`src/rtl/regfile_arbiter_pkg.sv`:
```
// Shared constants, requester ids and the issue-stage record for the
// two-requester regfile_sipo arbiter.
package regfile_pkg;

  localparam int ADDR_W   = 7;
  localparam int DATA_W   = 32;
  localparam int REG_SIZE = 128;

  // Requester ids; also the bit index of each side in the arbiter vectors.
  localparam logic REQ_A = 1'b0;
  localparam logic REQ_B = 1'b1;

  // One granted request as it sits on the regfile ports.
  typedef struct packed {
    logic              valid;
    logic              write;
    logic              id;
    logic              err;
    logic [ADDR_W-1:0] addr;
    logic [DATA_W-1:0] data;
  } iss_t;

  // A 3-wide read starting at addr must stay inside the register file.
  function automatic logic rd_out_of_range(input logic [ADDR_W-1:0] addr);
    return int'(addr) > (REG_SIZE - 3);
  endfunction

endpackage

```
`src/rtl/regfile_arbiter_if.sv`:
```
// Request/response handshake of one client engine towards the arbiter.
// master = client side, slave = arbiter side.
interface regfile_arbiter_if;

  logic                           valid;
  logic                           ready;
  logic                           write;
  logic [regfile_pkg::ADDR_W-1:0] addr;
  logic [regfile_pkg::DATA_W-1:0] wdata;
  logic                           lock;
  logic                           rsp_valid;
  logic                           rsp_err;

  modport master (
    output valid, write, addr, wdata, lock,
    input  ready, rsp_valid, rsp_err
  );

  modport slave (
    input  valid, write, addr, wdata, lock,
    output ready, rsp_valid, rsp_err
  );

endinterface

```
`src/rtl/regfile_arbiter_rr_lock_arb2.sv`:
```
// Two-way round-robin arbiter with a bounded burst lock.
// A side that is granted with lock=1 becomes owner and keeps the grant while it
// stays valid and locked, for at most LOCK_MAX consecutive accepts.
module rr_lock_arb2 import regfile_pkg::*; #(
  parameter int unsigned LOCK_MAX = 8
) (
  input  logic       clk,
  input  logic       rst,
  input  logic [1:0] valid_i,
  input  logic [1:0] lock_i,
  output logic [1:0] ready_o
);

  localparam int CNT_W = $clog2(LOCK_MAX + 1);

  logic             rr_q, rr_d;           // side that wins the next tie
  logic             own_vld_q, own_vld_d;
  logic             own_q, own_d;
  logic [CNT_W-1:0] cnt_q, cnt_d;         // owner's consecutive accepts
  logic             held;
  logic             gnt;
  logic             acc;

  // Pick the winner: held lock first, then single requester, then rr on a tie.
  always_comb begin
    held    = own_vld_q && valid_i[own_q] && lock_i[own_q] &&
              (cnt_q < CNT_W'(LOCK_MAX));
    gnt     = REQ_A;
    if (held)
      gnt = own_q;
    else if (valid_i[REQ_A] && valid_i[REQ_B])
      gnt = rr_q;
    else if (valid_i[REQ_B])
      gnt = REQ_B;
    acc     = |valid_i;
    ready_o = '0;
    ready_o[gnt] = acc;
  end

  // Pointer and lock bookkeeping. A grant outside a held lock starts a new
  // burst, so an expired owner that wins again counts from 1.
  always_comb begin
    rr_d      = rr_q;
    own_vld_d = own_vld_q;
    own_d     = own_q;
    cnt_d     = cnt_q;
    if (acc) begin
      rr_d = ~gnt;
      if (lock_i[gnt]) begin
        own_vld_d = 1'b1;
        own_d     = gnt;
        cnt_d     = held ? cnt_q + CNT_W'(1) : CNT_W'(1);
      end else begin
        own_vld_d = 1'b0;
        cnt_d     = '0;
      end
    end else begin
      // No accept means the owner dropped valid: lock is released.
      own_vld_d = 1'b0;
      cnt_d     = '0;
    end
  end

  // State registers; reset favours A with no owner.
  always_ff @(posedge clk) begin
    if (rst) begin
      rr_q      <= REQ_A;
      own_vld_q <= 1'b0;
      own_q     <= REQ_A;
      cnt_q     <= '0;
    end else begin
      rr_q      <= rr_d;
      own_vld_q <= own_vld_d;
      own_q     <= own_d;
      cnt_q     <= cnt_d;
    end
  end

endmodule

```
`src/rtl/regfile_arbiter.sv`:
```
// Shares one regfile_sipo port set between requesters A and B.
// Accept at E0 -> regfile ports driven E0..E1 -> read response E1..E2.
module regfile_arbiter import regfile_pkg::*; #(
  parameter int unsigned LOCK_MAX = 8
) (
  input  logic              clk,
  input  logic              rst,
  regfile_arbiter_if.slave  a_if,
  regfile_arbiter_if.slave  b_if,
  output logic [DATA_W-1:0] rsp_src1,
  output logic [DATA_W-1:0] rsp_src2,
  output logic [DATA_W-1:0] rsp_src3,
  output logic              rf_enable,
  output logic              rf_write,
  output logic [ADDR_W-1:0] rf_src_addr,
  output logic [ADDR_W-1:0] rf_write_addr,
  output logic [DATA_W-1:0] rf_write_data,
  input  logic [DATA_W-1:0] rf_src1,
  input  logic [DATA_W-1:0] rf_src2,
  input  logic [DATA_W-1:0] rf_src3
);

  logic [1:0] req_vld;
  logic [1:0] req_lock;
  logic [1:0] gnt;

  // Nothing is accepted while reset is held, so no request gets lost.
  assign req_vld  = {b_if.valid, a_if.valid} & {2{~rst}};
  assign req_lock = {b_if.lock, a_if.lock};

  rr_lock_arb2 #(.LOCK_MAX(LOCK_MAX)) u_arb (
    .clk     (clk),
    .rst     (rst),
    .valid_i (req_vld),
    .lock_i  (req_lock),
    .ready_o (gnt)
  );

  assign a_if.ready = gnt[REQ_A];
  assign b_if.ready = gnt[REQ_B];

  iss_t iss_q, iss_d;
  logic rsp_vld_q, rsp_id_q, rsp_err_q;

  // Mux the granted request into an issue record; idle slots are all-zero.
  always_comb begin
    iss_d = '0;
    if (gnt[REQ_B]) begin
      iss_d.valid = 1'b1;
      iss_d.id    = REQ_B;
      iss_d.write = b_if.write;
      iss_d.addr  = b_if.addr;
      iss_d.data  = b_if.write ? b_if.wdata : '0;
    end else if (gnt[REQ_A]) begin
      iss_d.valid = 1'b1;
      iss_d.id    = REQ_A;
      iss_d.write = a_if.write;
      iss_d.addr  = a_if.addr;
      iss_d.data  = a_if.write ? a_if.wdata : '0;
    end
    iss_d.err = iss_d.valid & ~iss_d.write & rd_out_of_range(iss_d.addr);
  end

  // Issue stage: holds the request presented to the regfile this cycle.
  always_ff @(posedge clk) begin
    if (rst) iss_q <= '0;
    else     iss_q <= iss_d;
  end

  // Rejected reads still occupy a slot but never touch the regfile.
  assign rf_enable     = iss_q.valid & ~iss_q.err;
  assign rf_write      = iss_q.valid & iss_q.write;
  assign rf_src_addr   = iss_q.addr;
  assign rf_write_addr = iss_q.addr;
  assign rf_write_data = iss_q.data;

  // Response tag stage: lines up with the regfile's registered read data.
  always_ff @(posedge clk) begin
    if (rst) begin
      rsp_vld_q <= 1'b0;
      rsp_id_q  <= REQ_A;
      rsp_err_q <= 1'b0;
    end else begin
      rsp_vld_q <= iss_q.valid & ~iss_q.write;
      rsp_id_q  <= iss_q.id;
      rsp_err_q <= iss_q.err;
    end
  end

  assign a_if.rsp_valid = rsp_vld_q & (rsp_id_q == REQ_A);
  assign b_if.rsp_valid = rsp_vld_q & (rsp_id_q == REQ_B);
  assign a_if.rsp_err   = a_if.rsp_valid & rsp_err_q;
  assign b_if.rsp_err   = b_if.rsp_valid & rsp_err_q;

  assign rsp_src1 = rsp_err_q ? '0 : rf_src1;
  assign rsp_src2 = rsp_err_q ? '0 : rf_src2;
  assign rsp_src3 = rsp_err_q ? '0 : rf_src3;

endmodule

```
`src/flat_wrapper.sv`:
```
// flat-port wrapper written by rule: the top's interface ports become plain ports
module regfile_arbiter_flat import regfile_pkg::*;
#(
  parameter int unsigned LOCK_MAX = 8
)
  (clk, rst, rsp_src1, rsp_src2, rsp_src3, rf_enable, rf_write, rf_src_addr, rf_write_addr, rf_write_data, rf_src1, rf_src2, rf_src3, a_if_valid, a_if_write, a_if_addr, a_if_wdata, a_if_lock, a_if_ready, a_if_rsp_valid, a_if_rsp_err, b_if_valid, b_if_write, b_if_addr, b_if_wdata, b_if_lock, b_if_ready, b_if_rsp_valid, b_if_rsp_err);
  regfile_arbiter_if a_if_i ();
  regfile_arbiter_if b_if_i ();
  input  logic clk;
  input  logic rst;
  output logic [DATA_W-1:0] rsp_src1;
  output logic [DATA_W-1:0] rsp_src2;
  output logic [DATA_W-1:0] rsp_src3;
  output logic rf_enable;
  output logic rf_write;
  output logic [ADDR_W-1:0] rf_src_addr;
  output logic [ADDR_W-1:0] rf_write_addr;
  output logic [DATA_W-1:0] rf_write_data;
  input  logic [DATA_W-1:0] rf_src1;
  input  logic [DATA_W-1:0] rf_src2;
  input  logic [DATA_W-1:0] rf_src3;
  input wire logic [$bits(a_if_i.valid)-1:0] a_if_valid;
  input wire logic [$bits(a_if_i.write)-1:0] a_if_write;
  input wire logic [$bits(a_if_i.addr)-1:0] a_if_addr;
  input wire logic [$bits(a_if_i.wdata)-1:0] a_if_wdata;
  input wire logic [$bits(a_if_i.lock)-1:0] a_if_lock;
  output wire logic [$bits(a_if_i.ready)-1:0] a_if_ready;
  output wire logic [$bits(a_if_i.rsp_valid)-1:0] a_if_rsp_valid;
  output wire logic [$bits(a_if_i.rsp_err)-1:0] a_if_rsp_err;
  input wire logic [$bits(b_if_i.valid)-1:0] b_if_valid;
  input wire logic [$bits(b_if_i.write)-1:0] b_if_write;
  input wire logic [$bits(b_if_i.addr)-1:0] b_if_addr;
  input wire logic [$bits(b_if_i.wdata)-1:0] b_if_wdata;
  input wire logic [$bits(b_if_i.lock)-1:0] b_if_lock;
  output wire logic [$bits(b_if_i.ready)-1:0] b_if_ready;
  output wire logic [$bits(b_if_i.rsp_valid)-1:0] b_if_rsp_valid;
  output wire logic [$bits(b_if_i.rsp_err)-1:0] b_if_rsp_err;
  assign a_if_i.valid = a_if_valid;
  assign a_if_i.write = a_if_write;
  assign a_if_i.addr = a_if_addr;
  assign a_if_i.wdata = a_if_wdata;
  assign a_if_i.lock = a_if_lock;
  assign a_if_ready = a_if_i.ready;
  assign a_if_rsp_valid = a_if_i.rsp_valid;
  assign a_if_rsp_err = a_if_i.rsp_err;
  assign b_if_i.valid = b_if_valid;
  assign b_if_i.write = b_if_write;
  assign b_if_i.addr = b_if_addr;
  assign b_if_i.wdata = b_if_wdata;
  assign b_if_i.lock = b_if_lock;
  assign b_if_ready = b_if_i.ready;
  assign b_if_rsp_valid = b_if_i.rsp_valid;
  assign b_if_rsp_err = b_if_i.rsp_err;
  regfile_arbiter #(.LOCK_MAX(LOCK_MAX)) u_core (.clk(clk), .rst(rst), .a_if(a_if_i), .b_if(b_if_i), .rsp_src1(rsp_src1), .rsp_src2(rsp_src2), .rsp_src3(rsp_src3), .rf_enable(rf_enable), .rf_write(rf_write), .rf_src_addr(rf_src_addr), .rf_write_addr(rf_write_addr), .rf_write_data(rf_write_data), .rf_src1(rf_src1), .rf_src2(rf_src2), .rf_src3(rf_src3));
endmodule
```
`config.mk`:
```
export PLATFORM = sky130hd
export DESIGN_NAME = regfile_arbiter_flat
export DESIGN_NICKNAME = d
export VERILOG_FILES = /design/src/rtl/regfile_arbiter_pkg.sv /design/src/rtl/regfile_arbiter_if.sv /design/src/rtl/regfile_arbiter_rr_lock_arb2.sv /design/src/rtl/regfile_arbiter.sv /design/src/flat_wrapper.sv
export SDC_FILE = /design/constraint.sdc
export NUM_CORES = 1
export LEC_CHECK = 0
export CAP_MARGIN = 40
export CORE_AREA = 10 10 119 121
export DETAILED_ROUTE_END_ITERATION = 6
export DIE_AREA = 0 0 129 131
export PLACE_DENSITY = 0.83
export RECOVER_POWER = 100
export SKIP_CTS_REPAIR_TIMING = 1
export SYNTH_ARGS = -nofsm -noshare
export SYNTH_HDL_FRONTEND = slang
export SYNTH_SLANG_ARGS = --single-unit
```
`constraint.sdc`:
```
create_clock -name clk -period 5 [get_ports clk]
set_input_delay 1.5 -clock clk [delete_from_list [all_inputs] [get_ports clk]]
set_output_delay 1.5 -clock clk [all_outputs]
set_load 0.01 [all_outputs]
```
==> summary by stage <==
Outcome
The flow ran to the end, but the final reports show violations. The checks that failed: capacitance limit, slew limit.

Final layout
The commonest non-fill, non-tap cell in the layout is sky130_fd_sc_hd__clkdlybuf4s50_1. Leaving out fill and tap cells, the most frequent cells in the layout are sky130_fd_sc_hd__clkdlybuf4s50_1, sky130_fd_sc_hd__dlygate4sd3_1, sky130_fd_sc_hd__nor2b_1, sky130_fd_sc_hd__dfxtp_1, sky130_fd_sc_hd__a22o_1. Counting the fill cells in the layout gives around 1100.

The proportion of layout cells with a drive suffix above 1 is 2.34%. From synthesis to final layout, the design area changed by 115%. The number of nets in the final layout is between 700 and 800. The finished cells cover 0.00607 mm². The non-filler instance count after layout is 746.

STA
In this run the tightest slew margin relative to its limit is -11.8%. Clock skew on the completed layout was measured at 0.00487 ns. The final hold violation count was 0.

In the final timing run, aggregate negative setup slack is 0 ns. The pin slew with the least headroom to its limit is 1.68 ns. Timing would allow up to 0.208 GHz. Setup repair after global routing left no endpoint under its margin. The max-slew violation count came to roughly 100. The worst path uses a little over nine tenths of the clock period. The final setup violation count is 0. The clock period minus worst slack is around 4.8 ns.

Route
The post-route antenna net violation count is 0. The total wire length is 16000 µm. The initial DRC count is 215. The first-pass detailed-route iteration total is 4. In the routed design, unresolved DRC markers number 0. The detail-routed via count per cell is 4.32. The number of vias in the routed layout is 3224. The routed wire length per instance is between 20 and 25 µm.

Pwr
The switching part of the total is 23.1%. For this design the static power due to leakage is roughly 0.0025 µW. Across the VDD grid, the largest voltage drop is 0.227 mV. The clock share of power is roughly a third. The power density of the placed cells is between 200 and 250 mW/mm². The combinational group share of total power is about 31%. Summed over all nets, the switching power comes to around 280 µW. In this run, flip-flops and latches consume 37.1% of the power. Internal power comes to 939 µW.

Yosys
The distinct cell type count after synthesis is 30. The count of state elements after synthesis is 53. The cell count after synthesis is 320.

The sequential share of the synthesized area is 37.7%. Yosys printed 0 warnings. Synthesis produced a netlist with a net count of 503. The average instance area after synthesis is 8.80 µm². The mapped netlist covers 0.00282 mm².

Min path
The tightest min-delay check is of the flip-flop to flip-flop type.

Global route
The via count of the first global-routing pass is 3300. Across every metal layer, demand over resource in global routing totals 17.3%. Entering global routing, the biggest net connects 99 pins. The initial antenna violation count is 1. The global-route wire length before repair is roughly 22000 µm. The total grt overflow is 0.

Floorplanning
The die span in y is 131 µm. The die area is 0.0169 mm². In this run the horizontal extent of the chip is 129 µm. Row generation in the floorplan step produced 40 rows. During I/O placement, the number of pins put on the boundary was approximately 330. The placeable core area is between 0.01 and 0.015 mm². The starting density of the core is 23.8%.

Critical path
The nature of the critical path endpoint is a primary output. The maximum fanout along the worst path is 4. The worst endpoint data arrival time is between 3 and 4 ns. At the worst endpoint, the required time is between 3 and 4 ns. The critical path in this run is classified as primary input to primary output.

Setup slack on the worst reg-to-reg path comes out at roughly 2.4 ns. The critical path startpoint category is a primary input.

Place
Routability-driven placement finished with a final weighted congestion of between 1 and 1.5. Counting tap cells, the placed design contains a total of about 740 instances. The detailed-placement wirelength estimate is 13900 µm. Summing all placed instances gives a cell area of 0.00591 mm². The number of port buffers is 331.

CTS
The H-tree generated during clock tree synthesis spans 2 levels. The number of sinks handled by clock tree synthesis is 53. The maximum root-to-sink buffer count is 2. After clock tree synthesis, the clock-pin slew on the worst setup and hold paths is 0.07 ns. Clock tree synthesis selected as its root buffer the cell sky130_fd_sc_hd__clkbuf_16. Clock latency on the worst-skew pair, taken at its later pin, is 0.29 ns. The clock buffer count from CTS is 5. The CTS tree is done.

Run
Max-cap violations in this run came to 1.
==> layout make-up <==
type / count / area [µm²] / area share (%)
tap: 147 / 184 / 3.03
inverter: 1 / 3.75 / 0.0619
clock inverter: 1 / 30.0 / 0.495
multi-input combinational: 199 / 1300 / 21.4
clock buffer: 7 / 143 / 2.35
antenna: 1 / 2.50 / 0.0412
sequential: 53 / 1060 / 17.5
timing repair buffer: 337 / 3340 / 55.1
==> cells by family (layout without fill, tap and decap cells) <==
family                     after synthesis  in the layout  synth area share [%]
AOI/OAI and AO/OA                       49             49                  14.3
and+or+nand+nor                        147            147                  30.6
buffers and inverters                   68            346                  16.3
DFF                                     53             53                  37.7
other                                    0              1                     0
xor gates and xnor gates                 2              2                 0.622
adders and majority gates                1              1                 0.444
==> synthesized netlist by cell type <==
library cell	count	share of area [%]
sky130_fd_sc_hd__a221oi_1	1	0.31
sky130_fd_sc_hd__nor3_1	1	0.18
sky130_fd_sc_hd__nand4b_1	3	0.93
sky130_fd_sc_hd__nand2b_1	2	0.44
sky130_fd_sc_hd__nand2_1	19	2.5
sky130_fd_sc_hd__clkbuf_1	13	1.7
sky130_fd_sc_hd__and2_1	4	0.89
sky130_fd_sc_hd__a22o_1	32	10
sky130_fd_sc_hd__nor3b_1	1	0.27
sky130_fd_sc_hd__nand3_1	2	0.36
sky130_fd_sc_hd__dfxtp_1	53	38
sky130_fd_sc_hd__xnor2_1	1	0.31
sky130_fd_sc_hd__and3b_1	1	0.31
sky130_fd_sc_hd__and2_0	1	0.22
sky130_fd_sc_hd__buf_4	47	13
sky130_fd_sc_hd__buf_6	3	1.2
sky130_fd_sc_hd__a21oi_1	2	0.36
sky130_fd_sc_hd__o41ai_1	1	0.31
sky130_fd_sc_hd__nor2b_1	103	23
sky130_fd_sc_hd__o21a_1	2	0.53
sky130_fd_sc_hd__buf_2	4	0.71
sky130_fd_sc_hd__a221oi_4	1	0.93
sky130_fd_sc_hd__xor2_1	1	0.31
sky130_fd_sc_hd__inv_1	1	0.13
sky130_fd_sc_hd__o21ai_0	9	1.6
sky130_fd_sc_hd__and3_1	2	0.44
sky130_fd_sc_hd__o21ba_2	1	0.36
sky130_fd_sc_hd__or2_2	1	0.22
sky130_fd_sc_hd__ha_1	1	0.44
sky130_fd_sc_hd__nor2_1	7	0.93
==> power by group through the flow <==
| stage | logic (µW) | clock network [µW] | registers (µW) |
|---|---|---|---|
| after global placement | 402 | 0 | 462 |
| after detailed placement | 406 | 0 | 464 |
| final | 375 | 394 | 453 |
| after CTS | 409 | 406 | 454 |
| after floorplan | 137 | 0 | 461 |
| after global routing | 398 | 419 | 456 |
==> state kept, by name, summed over array words and instances (netlist names) <==
| signal | cells |
|---|---|
| u_core.u_arb.own_q | 1 |
| u_core.u_arb.cnt_q | 4 |
| u_core.u_arb.rr_q | 1 |
| u_core.rf_write_data | 32 |
| u_core.rsp_id_q | 1 |
| u_core.rsp_err_q | 1 |
| u_core.iss_q | 4 |
| u_core.rf_src_addr | 7 |
| u_core.u_arb.own_vld_q | 1 |
| u_core.rsp_vld_q | 1 |
==> worst paths after layout <==
path                                       startpoint                       end  depth (start not counted)
worst min-delay path                 u_core.iss_q[41]          u_core.rsp_vld_q                          1
worst max-delay path                        b_if_lock                b_if_ready                          4
worst min register to register       u_core.iss_q[41]          u_core.rsp_vld_q                          1
worst max register to register  u_core.u_arb.cnt_q[3]  u_core.rf_write_data[28]                          6
==> critical path, stage by stage <==
cell,delay (ns)
sky130_fd_sc_hd__dlygate4sd3_1,0.60
sky130_fd_sc_hd__nand4b_1,0.22
sky130_fd_sc_hd__a221oi_4,0.39
sky130_fd_sc_hd__clkdlybuf4s50_1,0.61
==> per-layer routing <==
metal | wire, µm | vias to the layer above | global-route usage [%]
met5 | 0 | - | 0
met1 | 5740 | 1472 | 18.2
met4 | 160 | 0 | 3.68
met3 | 1990 | 10 | 8.38
met2 | 8140 | 188 | 30.7
li1 | - | 1554 | -
==> stage by stage <==
stage / total power [µW] / util (%) / setup WS [ns] / hold slack, ns
after floorplan: 598 / - / 1.01 / 0.389
after global routing: 1270 / 51.4 / 0.0832 / 0.472
final: 1220 / 51.4 / 0.183 / 0.421
after global placement: 864 / 50.0 / 0.287 / 0.414
after detailed placement: 870 / 50.0 / 0.251 / 0.416
after CTS: 1270 / 51.5 / 0.251 / 0.428
Power figures use the tool's default switching activity.
